<file path="config.mk">
export PLATFORM = sky130hd
export DESIGN_NAME = mem_stream_loader
export DESIGN_NICKNAME = d
export VERILOG_FILES = /design/src/rtl/mem_stream_loader_pkg.sv /design/src/rtl/out_reg_slice.sv /design/src/rtl/mem_stream_loader.sv
export SDC_FILE = /design/constraint.sdc
export NUM_CORES = 1
export LEC_CHECK = 0
export ABC_AREA = 1
export CAP_MARGIN = 20
export CELL_PAD_IN_SITES_DETAIL_PLACEMENT = 1
export CELL_PAD_IN_SITES_GLOBAL_PLACEMENT = 1
export CORE_MARGIN = 2
export CORE_UTILIZATION = 27
export DETAILED_ROUTE_END_ITERATION = 12
export HOLD_SLACK_MARGIN = 0.15
export MAX_ROUTING_LAYER = met4
export PLACE_DENSITY_LB_ADDON = 0.1
export SYNTH_ARGS = -nofsm -noshare
export SYNTH_HDL_FRONTEND = slang
export SYNTH_HIERARCHICAL = 1
export SYNTH_SLANG_ARGS = --single-unit
</file>
<file path="constraint.sdc">
create_clock -name i_clk -period 2.2 [get_ports i_clk]
set_input_delay 0.44 -clock i_clk [delete_from_list [all_inputs] [get_ports i_clk]]
set_output_delay 0.44 -clock i_clk [all_outputs]
set_load 0.05 [all_outputs]
</file>
<file path="src/rtl/mem_stream_loader_pkg.sv">
// rtl/mem_stream_loader_pkg.sv - shared widths and FSM encoding for the stream loader
package mem_stream_loader_pkg;

  localparam int ADDR_W_DEF = 9;
  localparam int DATA_W_DEF = 32;

  typedef enum logic [1:0] {
    ST_IDLE = 2'd0,
    ST_LOAD = 2'd1,
    ST_DUMP = 2'd2,
    ST_FIN  = 2'd3
  } state_t;

endpackage

</file>
<file path="src/rtl/out_reg_slice.sv">
// rtl/out_reg_slice.sv - one-entry valid/ready register slice feeding the dump stream
module out_reg_slice #(
  parameter int DATA_W = 32
) (
  input  logic              i_clk,
  input  logic              i_rst,
  input  logic              i_valid,
  output logic              o_ready,
  input  logic [DATA_W-1:0] i_data,
  output logic              o_valid,
  input  logic              i_ready,
  output logic [DATA_W-1:0] o_data
);

  logic              r_valid;
  logic [DATA_W-1:0] r_data;

  // Refill in the same cycle the held word is taken, so a steady consumer sees no bubbles.
  assign o_ready = !r_valid || i_ready;
  assign o_valid = r_valid;
  assign o_data  = r_data;

  always_ff @(posedge i_clk) begin
    if (i_rst) begin
      r_valid <= 1'b0;
      r_data  <= '0;
    end else if (o_ready) begin
      r_valid <= i_valid;
      if (i_valid) begin
        r_data <= i_data;
      end
    end
  end

endmodule

</file>
<file path="src/rtl/mem_stream_loader.sv">
// rtl/mem_stream_loader.sv - moves a word stream into memory (load) or memory out to a stream (dump)
module mem_stream_loader
  import mem_stream_loader_pkg::*;
#(
  parameter int ADDR_W = ADDR_W_DEF,
  parameter int DATA_W = DATA_W_DEF
) (
  input  logic              i_clk,
  input  logic              i_rst,
  input  logic              i_start_load,
  input  logic              i_start_dump,
  input  logic [ADDR_W-1:0] i_base,
  input  logic [ADDR_W:0]   i_count,
  input  logic              i_s_valid,
  output logic              o_s_ready,
  input  logic [DATA_W-1:0] i_s_data,
  output logic              o_m_valid,
  input  logic              i_m_ready,
  output logic [DATA_W-1:0] o_m_data,
  output logic [ADDR_W-1:0] o_mem_index,
  output logic              o_mem_wr,
  output logic [DATA_W-1:0] o_mem_in,
  input  logic [DATA_W-1:0] i_mem_out,
  output logic              o_busy,
  output logic              o_done
);

  localparam logic [ADDR_W:0] ONE = {{ADDR_W{1'b0}}, 1'b1};

  state_t            r_state;
  logic [ADDR_W-1:0] r_ptr;
  logic [ADDR_W:0]   r_remaining;
  logic              r_busy;
  logic              r_done;
  logic              r_s_ready;

  logic              w_wr;
  logic              w_push;
  logic              w_push_ready;
  logic              w_pop;
  logic              w_m_valid;

  // The memory read is combinational, so a load write and a dump fetch both use ptr directly.
  assign w_wr   = (r_state == ST_LOAD) && i_s_valid;
  assign w_push = (r_state == ST_DUMP) && (r_remaining != '0);
  assign w_pop  = w_m_valid && i_m_ready;

  assign o_mem_index = r_ptr;
  assign o_mem_wr    = w_wr;
  assign o_mem_in    = w_wr ? i_s_data : '0;
  assign o_s_ready   = r_s_ready;
  assign o_m_valid   = w_m_valid;
  assign o_busy      = r_busy;
  assign o_done      = r_done;

  out_reg_slice #(
    .DATA_W(DATA_W)
  ) u_out_reg_slice (
    .i_clk  (i_clk),
    .i_rst  (i_rst),
    .i_valid(w_push),
    .o_ready(w_push_ready),
    .i_data (i_mem_out),
    .o_valid(w_m_valid),
    .i_ready(i_m_ready),
    .o_data (o_m_data)
  );

  always_ff @(posedge i_clk) begin
    if (i_rst) begin
      r_state     <= ST_IDLE;
      r_ptr       <= '0;
      r_remaining <= '0;
      r_busy      <= 1'b0;
      r_done      <= 1'b0;
      r_s_ready   <= 1'b0;
    end else begin
      r_done <= 1'b0;
      case (r_state)
        ST_IDLE: begin
          if (i_start_load || i_start_dump) begin
            r_ptr       <= i_base;
            r_remaining <= i_count;
            r_busy      <= 1'b1;
            if (i_count == '0) begin
              r_state <= ST_FIN;
              r_done  <= 1'b1;
            end else if (i_start_load) begin
              r_state   <= ST_LOAD;
              r_s_ready <= 1'b1;
            end else begin
              r_state <= ST_DUMP;
            end
          end
        end
        ST_LOAD: begin
          if (w_wr) begin
            r_ptr       <= r_ptr + 1'b1;
            r_remaining <= r_remaining - ONE;
            if (r_remaining == ONE) begin
              r_state   <= ST_FIN;
              r_done    <= 1'b1;
              r_s_ready <= 1'b0;
            end
          end
        end
        ST_DUMP: begin
          if (w_push && w_push_ready) begin
            r_ptr       <= r_ptr + 1'b1;
            r_remaining <= r_remaining - ONE;
          end
          // Every word has been fetched; finish once the last one is taken downstream.
          if ((r_remaining == '0) && w_pop) begin
            r_state <= ST_FIN;
            r_done  <= 1'b1;
          end
        end
        ST_FIN: begin
          r_state <= ST_IDLE;
          r_busy  <= 1'b0;
        end
        default: begin
          r_state <= ST_IDLE;
          r_busy  <= 1'b0;
        end
      endcase
    end
  end

endmodule
</file>
Word-level counts from Yosys, hierarchy flattened
Cells that the tools add are included.
{ "op_classes": {"add_sub_neg": 2, "n_eq_ne": 11, "muxes": 30, "n_reduce_logical": 20} }
{ "op_table": {"columns": ["cell", "count"], "rows": [
  ["$mux 32", 1],
  ["$mux 10", 3],
  ["$pmux 10 s3", 1],
  ["$mux 9", 3],
  ["$pmux 9 s3", 1],
  ["$logic_not 10->1", 2],
  ["$mux 2", 6],
  ["$mux 1", 11],
  ["$eq 10x1->1 const B", 1],
  ["$reduce_bool 10->1", 1],
  ["$sub 10x1->10 const B", 1],
  ["$add 9x1->9 const B", 1],
  ["$ne 2x2->1 const B", 4],
  ["$pmux 2 s4", 1],
  ["$reduce_and 4->1", 2],
  ["$ne 2x1->1 const B", 3],
  ["$reduce_and 6->1", 1],
  ["$logic_and 1x1->1", 5],
  ["$eq 2x2->1 const B", 2],
  ["$pmux 1 s2", 2],
  ["$reduce_and 2->1", 2],
  ["$reduce_bool 2->1", 2],
  ["$pmux 1 s3", 1],
  ["$reduce_bool 3->1", 1],
  ["other kinds (4)", 5]
]} }
{ "word_totals": {"word_cells": 71, "register_bits": 57, "input_bits": 89, "output_inout_bits": 78} }

Longest topological paths before layout
Gate-level depths: netlist of the first run.
{ "depth": {"depth_word": 5, "mapped_depth": 12, "depth_no_buf": 11} }

Hierarchy
The synthesis of the first run kept the hierarchy.
{ "by_module_without_submodules": {"columns": ["mod", "area_per_inst_um2", "seq_area_each_um2", "cells_per_inst", "n_inst"], "rows": [
  ["mem_stream_loader", 2030.7, 480.5, 357, 1],
  ["out_reg_slice", 1470.2, 660.6, 215, 1]
]} }

Least setup slack after synthesis of the first run
OpenSTA, ideal clock, no wires.
{ "synth_timing": {"path_kind": "register to output", "start": "register r_state[1]", "end": "output o_mem_in[10]", "stages_incl_launch_ff": 6, "path_buffers": 1, "path_slack_ns": 0.243, "t_arrival_ns": 1.517, "required_time_ns": 1.760, "cell_sequence": "dfxtp_1 > inv_1 > ha_1 > nand2_1 > clkbuf_1 > nor2_1"} }
{ "synth_between": {"elab_chain_len": 3} }
{ "synth_lines": {"columns": ["item", "line_no", "source"], "rows": [
  ["start, declared", "mem_stream_loader.sv:30", "state_t r_state;"],
  ["start signal, assigned", "mem_stream_loader.sv:71", "r_state <= ST_IDLE;"],
  ["start signal, assigned", "mem_stream_loader.sv:86", "r_state <= ST_FIN;"],
  ["start signal, assigned", "mem_stream_loader.sv:89", "r_state <= ST_LOAD;"],
  ["$eq 2x1->1", "mem_stream_loader.sv:44", "assign w_wr = (r_state == ST_LOAD) && i_s_valid;"],
  ["$logic_and 1x1->1", "mem_stream_loader.sv:44", null],
  ["$mux 32", "mem_stream_loader.sv:50", "assign o_mem_in = w_wr ? i_s_data : '0;"],
  ["end, declared", "mem_stream_loader.sv:22", "output logic [DATA_W-1:0] o_mem_in,"]
]} }
Every way passes these cells.

Final worst setup path of the first run
{ "layout_timing": {"start": "input i_s_valid", "end": "output o_mem_in[27]"} }
{ "layout_between": {"elab_chain_len": 2} }
{ "layout_lines": {"columns": ["item", "line_no", "source"], "rows": [
  ["start, declared", "mem_stream_loader.sv:14", "input logic i_s_valid,"],
  ["$logic_and 1x1->1", "mem_stream_loader.sv:44", null],
  ["$mux 32", "mem_stream_loader.sv:50", null]
]} }
Every way passes these cells.

==> summary.md, run 1 <==
| Metric | Value |
|---|---|
| Outcome | `finished clean` |
| Critical Path Fanout Max | `32` |
| Hold buffer count at cts | `0` |
| Yosys top cell area share | `0.326` |
| Final min period | `2090 ps` |
| Starting Density | `0.277` |
| Crit path launch | `i_s_valid` |
| Synth Flop Type | `dfxtp_1` |
| Peak VDD IR | `673 uV` |
| Max_slew headroom | `0.636` |
| Yosys cell types | `33` |
| Max Clock Freq | `between 400 and 500 MHz` |
| Fin nets | `between 800 and 900` |
| Total GRT Usage | `0.187` |
| Synth async-reset ratio | `0` |
| Root buffer cell | `clkbuf_16` |
| Synth Warn # | `6` |
| Max incr delay on CP | `500 ps` |
| Routed vias | `4074` |
| Die area | `around 0.014 mm^2` |
| Clock Skews | `around 7.1 ps` |
| First-pass GRT wire length | `just over 20000 um` |
| Share of cells above drive strength 1 | `0.112` |
| Input/output buffers | `about 170` |
| Vias in the first global route | `~4100` |
| Synth top cells by count | `126 x nand2_1, 107 x nor2_1, 93 x inv_1, 57 x dfxtp_1, 51 x nand3_1` |
| Die width | `roughly 120 um` |
| Final Hold Vio Count | `0` |
| Slowest cell on the critical path | `clkdlybuf4s50_1` |
| Worst hold path class | `reg -> reg` |
| Worst Setup End Kind | `output port` |
| Grt ovf | `0` |
| Drt drc | `0` |
| Worst Tran Pin Value | `544 ps` |
| Post-synth EDFFs | `0` |
| Sum Neg Setup Slack | `0 ps` |
| 1st-iter DRT viols | `161` |
| CTS resizes | `0` |
| Synth area leader | `dfxtp_1` |
| Syn_area_per_cell | `slightly above 6 um^2` |
| Largest cells by area after synthesis | `dfxtp_1 33%, nand2_1 14%, nor2_1 11%` |
| Wire per inst | `13.8 um` |
| Max Cap Viol | `0` |
| ANT nets after route | `0` |
| P per Cell Area | `1490 mW/mm^2` |
| Critical R2R Launch | `r_remaining[0]$_SDFFE_PP0P_` |
| Seq cells post-synth | `between 50 and 60` |
| Crit path required time | `between 1500 and 2000 ps` |
| Pre-Repair DR Iteration Count | `4` |
| I/O pin count | `between 150 and 200` |
| Synth Cell Area | `roughly 0.0035 mm^2` |
| Arr. time, crit path | `1650 ps` |
| TritonCTS Buffers | `9` |
| Ant diodes | `0` |
| Largest net degree at the start of global routing | `66` |
| CTS tree | `yes` |
| Min-delay src | `o_busy$_SDFFE_PP0P_` |
| Most common cell in the netlist | `nand2_1` |
| Clock-pin slew on the worst setup and hold paths | `roughly 50 ps` |
| Drt total wl | `~12000 um` |
| Largest delay share family, worst path | `buffers and inverters` |
| Number of antenna violations at the first check in global routing | `0` |
| Cell breakdown of the critical path | `clkdlybuf4s50_1 > nand2_1 > buf_12 > nor2_1 > buf_12` |
| Post-CTS Setup Inserts | `0` |
| DP HPWL | `between 9000 and 10000 um` |
| Placer Congestion | `~0.80` |
| Post-synthesis cell count | `between 500 and 600` |
| Worst-case clock buffer depth | `2` |
| Worst Path Buf+Inv | `3` |
| Util after Layout | `0.472` |
| Syn Nets | `about 670` |
| Fin Hold WS | `between 400 and 500 ps` |
| Clk sinks | `between 50 and 60` |
| H-tree depth | `3` |
| Static Leak | `between 2 and 3 nW` |
| Vias per inst | `approximately 4.5` |
| Final Power | `8.86 mW` |
| RSZ-0062 raised after global routing | `false` |
| Finish-stage setup viols | `0` |
| Seq/Total Area, Yosys | `0.326` |
| Core ar. | `between 0.01 and 0.015 mm^2` |
| Tcrit/Tclk final | `0.949` |
| Final Max Slew Viols | `0` |
| CP startpoint kind | `input port` |
| Worst setup path class | `in -> out` |
| Clock latency on the worst-skew pair | `about 330 ps` |
| Most Frequent Cell on Critical Path | `buf_12` |
| Chip height | `118 um` |
| Layout area overhead | `70.0%` |
| Row count | `41` |
## kinds of logic (layout without fill, tap and decap cells)
group,count (synthesis),count (layout),share of synthesized area
buffers and inverters,126,288,0.154
xor gates and xnor gates,1,1,0.00250
and+or+nand+nor,302,302,0.366
DFF,57,57,0.326
adders and majority gates,7,7,0.0250
AOI/OAI and AO/OA,79,79,0.127
## state kept, by name (all words and copies together) (netlist names)
signal / flops
u_out_reg_slice/o_data: 32
r_remaining: 10
o_mem_index: 9
r_state: 2
o_busy: 1
o_done: 1
o_s_ready: 1
u_out_reg_slice/o_valid: 1
## cells in the final DEF, fill, tap and decap left out, types with 6 or more instances in the layout
master	count
buf_4	6
nand3_1	51
dfxtp_1	57
ha_1	7
o21ai_0	23
clkbuf_16	9
a21oi_1	42
inv_1	93
buf_12	36
nor2_1	107
nand2_1	126
clkdlybuf4s50_1	133
## final timing paths
check | endpoint | slack (ps) | depth (start not counted)
max reg2reg | r_remaining[4]$_SDFFE_PP0P_ | 330 | 11
min | o_busy$_SDFFE_PP0P_ | 480 | 2
min reg2reg | o_busy$_SDFFE_PP0P_ | 480 | 2
max | o_mem_in[27] | 110 | 5
## metal layers
| layer | track usage | share of wire | vias up |
|---|---|---|---|
| met5 | - | 0 | - |
| met4 | 0.0489 | 0.012 | 0 |
| met3 | 0.0557 | 0.060 | 11 |
| met2 | 0.313 | 0.47 | 119 |
| met1 | 0.219 | 0.46 | 1876 |
| li1 | - | - | 2068 |
## report_power, final
group / switching (mW) / internal (mW) / total (mW) / leakage [nW]
clock: 0.511 / 0.903 / 1.41 / 0.142
combinational: 3.61 / 2.04 / 5.64 / 2.14
sequential: 0.344 / 1.46 / 1.80 / 0.469
total: 4.46 / 4.40 / 8.86 / 2.75
## per-stage QoR
stage	instance area [um^2]	instances	setup slack, ps
final	5950	906	112
after global routing	5950	906	20.6
after CTS	5950	906	104
after detailed placement	5650	890	112
after global placement	5650	890	185
after floorplan	3500	572	243
## worst register-to-register path, delay by kind of cell (launching register included)
family	cells	cell delay (ps)
and+or+nand+nor	8	1020
DFF	1	360
adders and majority gates	1	220
AOI/OAI and AO/OA	1	80
buffers and inverters	1	90
## cell type report
cell class / count / area, um^2
sequential: 57 / 1140
clock buffer: 11 / 243
timing repair buffer: 175 / 2100
clock inverter: 5 / 55.1
fill: 1602 / 6670
inverter: 97 / 364
multi-input combinational: 389 / 1840
tap: 172 / 215
(Power assumes the default switching activity.)
==> inputs of run 2 (changes only) <==
- PLACE_DENSITY_LB_ADDON: 0.1 -> 0.25
==> run 2 against run 1 <==
Worst setup slack improved by 37 ps. Sequential power hardly changed. Total power is 0.27% lower. Global-route usage shrank 0.31 points. Via count up 0.47%. Largest cell class unchanged.
==> summary.md, run 2 (synthesis results as in run 1) <==
| Metric | Value |
|---|---|
| Outcome | `finished clean` |
| Grt ovf | `0 (unchanged)` |
| Static Leak | `2.74 nW (-0.34%)` |
| Largest delay share family, worst path | `buffers and inverters` |
| Final worst setup slack | `149 ps (+37.1 ps)` |
| P per Cell Area | `1490 mW/mm^2 (about the same)` |
| Drt drc | `0 (unchanged)` |
| Worst setup path class | `reg -> out` |
| Pint | `4.39 mW (-0.23%)` |
| Clock-pin slew on the worst setup and hold paths | `50 ps (about the same)` |
| Arr. time, crit path | `1610 ps (-40 ps)` |
| Hold buffer count at cts | `0 (unchanged)` |
| DP HPWL | `9410 um (+0.35%)` |
| 1st-iter DRT viols | `79 (-51%)` |
| Number of antenna violations at the first check in global routing | `0 (unchanged)` |
| Cell breakdown of the critical path | `clkdlybuf4s50_1` |
| RSZ-0062 raised after global routing | `false` |
| TritonCTS Buffers | `9 (unchanged)` |
| Worst Path Buf+Inv | `1 (-2)` |
| Slowest cell on the critical path | `clkdlybuf4s50_1` |
| ANT nets after route | `0 (unchanged)` |
| Grt met2 use | `0.319 (+0.00618)` |
| Setup WS pre-CTS | `125 ps (+12.4 ps)` |
| Worst Tran Pin Value | `1020 ps (+480 ps)` |
| # fillers | `1595 (-0.44%)` |
| First-pass GRT wire length | `20400 um (-0.30%)` |
| I/O pin count | `167 (unchanged)` |
| Clk sinks | `57 (unchanged)` |
| Fin nets | `824 (-0.12%)` |
| Most frequent cells in the layout | `133 x clkdlybuf4s50_1, 126 x nand2_1, 107 x nor2_1` |
| Critical Path Fanout Max | `6 (-81%)` |
| Placer Congestion | `0.872 (+8.8%)` |
| Tcrit/Tclk final | `0.932 (-0.0169)` |
| Final min period | `2050 ps (-37.1 ps)` |
| Vias per inst | `4.52 (+0.58%)` |
| Clock share of power | `0.159 (about the same)` |
| Switch Pwr | `4.45 mW (-0.30%)` |
| Pre-Repair DR Iteration Count | `4 (unchanged)` |
| Starting Density | `0.277 (unchanged)` |
| Root buffer cell | `clkbuf_16` |
| Met3 usage | `0.0460 (-0.00969)` |
| Combinational share of power | `0.636 (about the same)` |
| Total GRT Usage | `0.184 (-0.00307)` |
| Finish-stage setup viols | `0 (unchanged)` |
| Share of cells above drive strength 1 | `0.111 (-0.00121)` |
| Fin Hold WS | `470 ps (-5.90 ps)` |
| Die area | `0.0139 mm^2 (unchanged)` |
| Power share of the sequential group | `0.205 (+0.002)` |
| Row count | `41 (unchanged)` |
| Peak VDD IR | `543 uV (-19%)` |
| Most common cell after layout, fill and taps aside | `clkdlybuf4s50_1` |
| CTS tree | `yes` |
| Chip height | `118 um (unchanged)` |
| Max_slew headroom | `0.316 (-0.320)` |
| Clock Skews | `4.19 ps (-2.91 ps)` |
| Ant diodes | `0 (unchanged)` |
| Worst Setup End Kind | `output port` |
| Input/output buffers | `166 (unchanged)` |
| Die width | `118 um (unchanged)` |
| Routed vias | `4093 (+0.47%)` |
| Util after Layout | `0.470 (-0.00129)` |
| GRT met1 Usage | `0.204 (-0.0155)` |
| Layout area overhead | `69.5%` |
| Max Clock Freq | `488 MHz (+1.8%)` |
| Number of flip-flops in the largest register | `32 (unchanged)` |
| Core ar. | `0.0126 mm^2 (unchanged)` |
| GRT busiest layer | `met2` |
| Multi-input gate area | `0.00184 mm^2 (unchanged)` |
| Largest net degree at the start of global routing | `66 (unchanged)` |
| CP startpoint kind | `flip-flop` |
| Max incr delay on CP | `850 ps (+350 ps)` |
| Wire per inst | `13.5 um (-1.8%)` |
| Final Hold Vio Count | `0 (unchanged)` |
| Sum Neg Setup Slack | `0 ps (unchanged)` |
| Reg area | `0.00114 mm^2 (unchanged)` |
| Vias in the first global route | `4222 (+3.7%)` |
| Worst-case clock buffer depth | `2 (unchanged)` |
| Final Max Slew Viols | `0 (unchanged)` |
| Switching Fraction | `0.503 (about the same)` |
| Crit path required time | `1760 ps (about the same)` |
| H-tree depth | `3 (unchanged)` |
| Drt total wl | `12200 um (-1.9%)` |
| Max Cap Viol | `0 (unchanged)` |
| Worst hold path class | `reg -> reg` |
| Clock latency on the worst-skew pair | `330 ps (about the same)` |
## run 2: cell count changes in the layout (fill, tap and decap cells not counted), sizes merged
cell and change:
buf -1
## run 2: timing repair
action / 4_1_cts / 5_1_grt
resized for setup: 0 / 1
setup buffers: 0 / 0
setup endpoints to repair: 0 / 18
## run 2: cell type report
type | instances | area share
Clock buffer | 11 | 0.0409
Inverter | 97 | 0.0614
Multi-Input combinational cell | 389 | 0.309
Sequential cell | 57 | 0.192
Tap cell | 172 | 0.0363
Timing Repair Buffer | 174 | 0.351
Clock inverter | 5 | 0.00928
## run 2: path summary, 6_finish.rpt
path                                                   from                                       to  slack, ps  cells past startpoint
worst min register to register          o_busy$_SDFFE_PP0P_                      o_busy$_SDFFE_PP0P_        470                      2
worst max-delay path            o_mem_index[3]$_SDFFE_PP0P_                           o_mem_index[3]        150                      1
worst min-delay path                    o_busy$_SDFFE_PP0P_                      o_busy$_SDFFE_PP0P_        470                      2
worst max register to register  r_remaining[0]$_SDFFE_PP0P_  u_out_reg_slice/o_data[18]$_SDFFE_PP0P_        330                      9
## run 2: power groups by stage
stage / logic [mW] / registers [mW] / clock network (mW)
6_report: 5.62 / 1.81 / 1.40
5_1_grt: 6.16 / 1.88 / 1.49
4_1_cts: 5.68 / 1.82 / 1.44
3_5_place_dp: 5.66 / 1.83 / 0
3_3_place_gp: 5.50 / 1.81 / 0
2_1_floorplan: 2.82 / 2.81 / 0
## run 2: worst min-delay path: cells and delay by family (launching register included)
| kind | cells | cell delay [ps] |
|---|---|---|
| compound gates | 1 | 60 |
| buf+inv | 1 | 50 |
| flops | 1 | 300 |
## run 2: metrics by stage
stage / instance area [um^2] / cells / total power, mW
finish: 5930 / 905 / 8.84
global route: 5930 / 905 / 9.53
CTS: 5930 / 905 / 8.93
detailed placement: 5630 / 889 / 7.48
global placement: 5630 / 889 / 7.31
floorplan: 3500 / 572 / 5.63
## run 2: layer usage
metal	routed length, um	up-vias
met5	0	-
met4	306	0
met3	601	26
met2	6020	129
met1	5320	1879
li1	-	2059
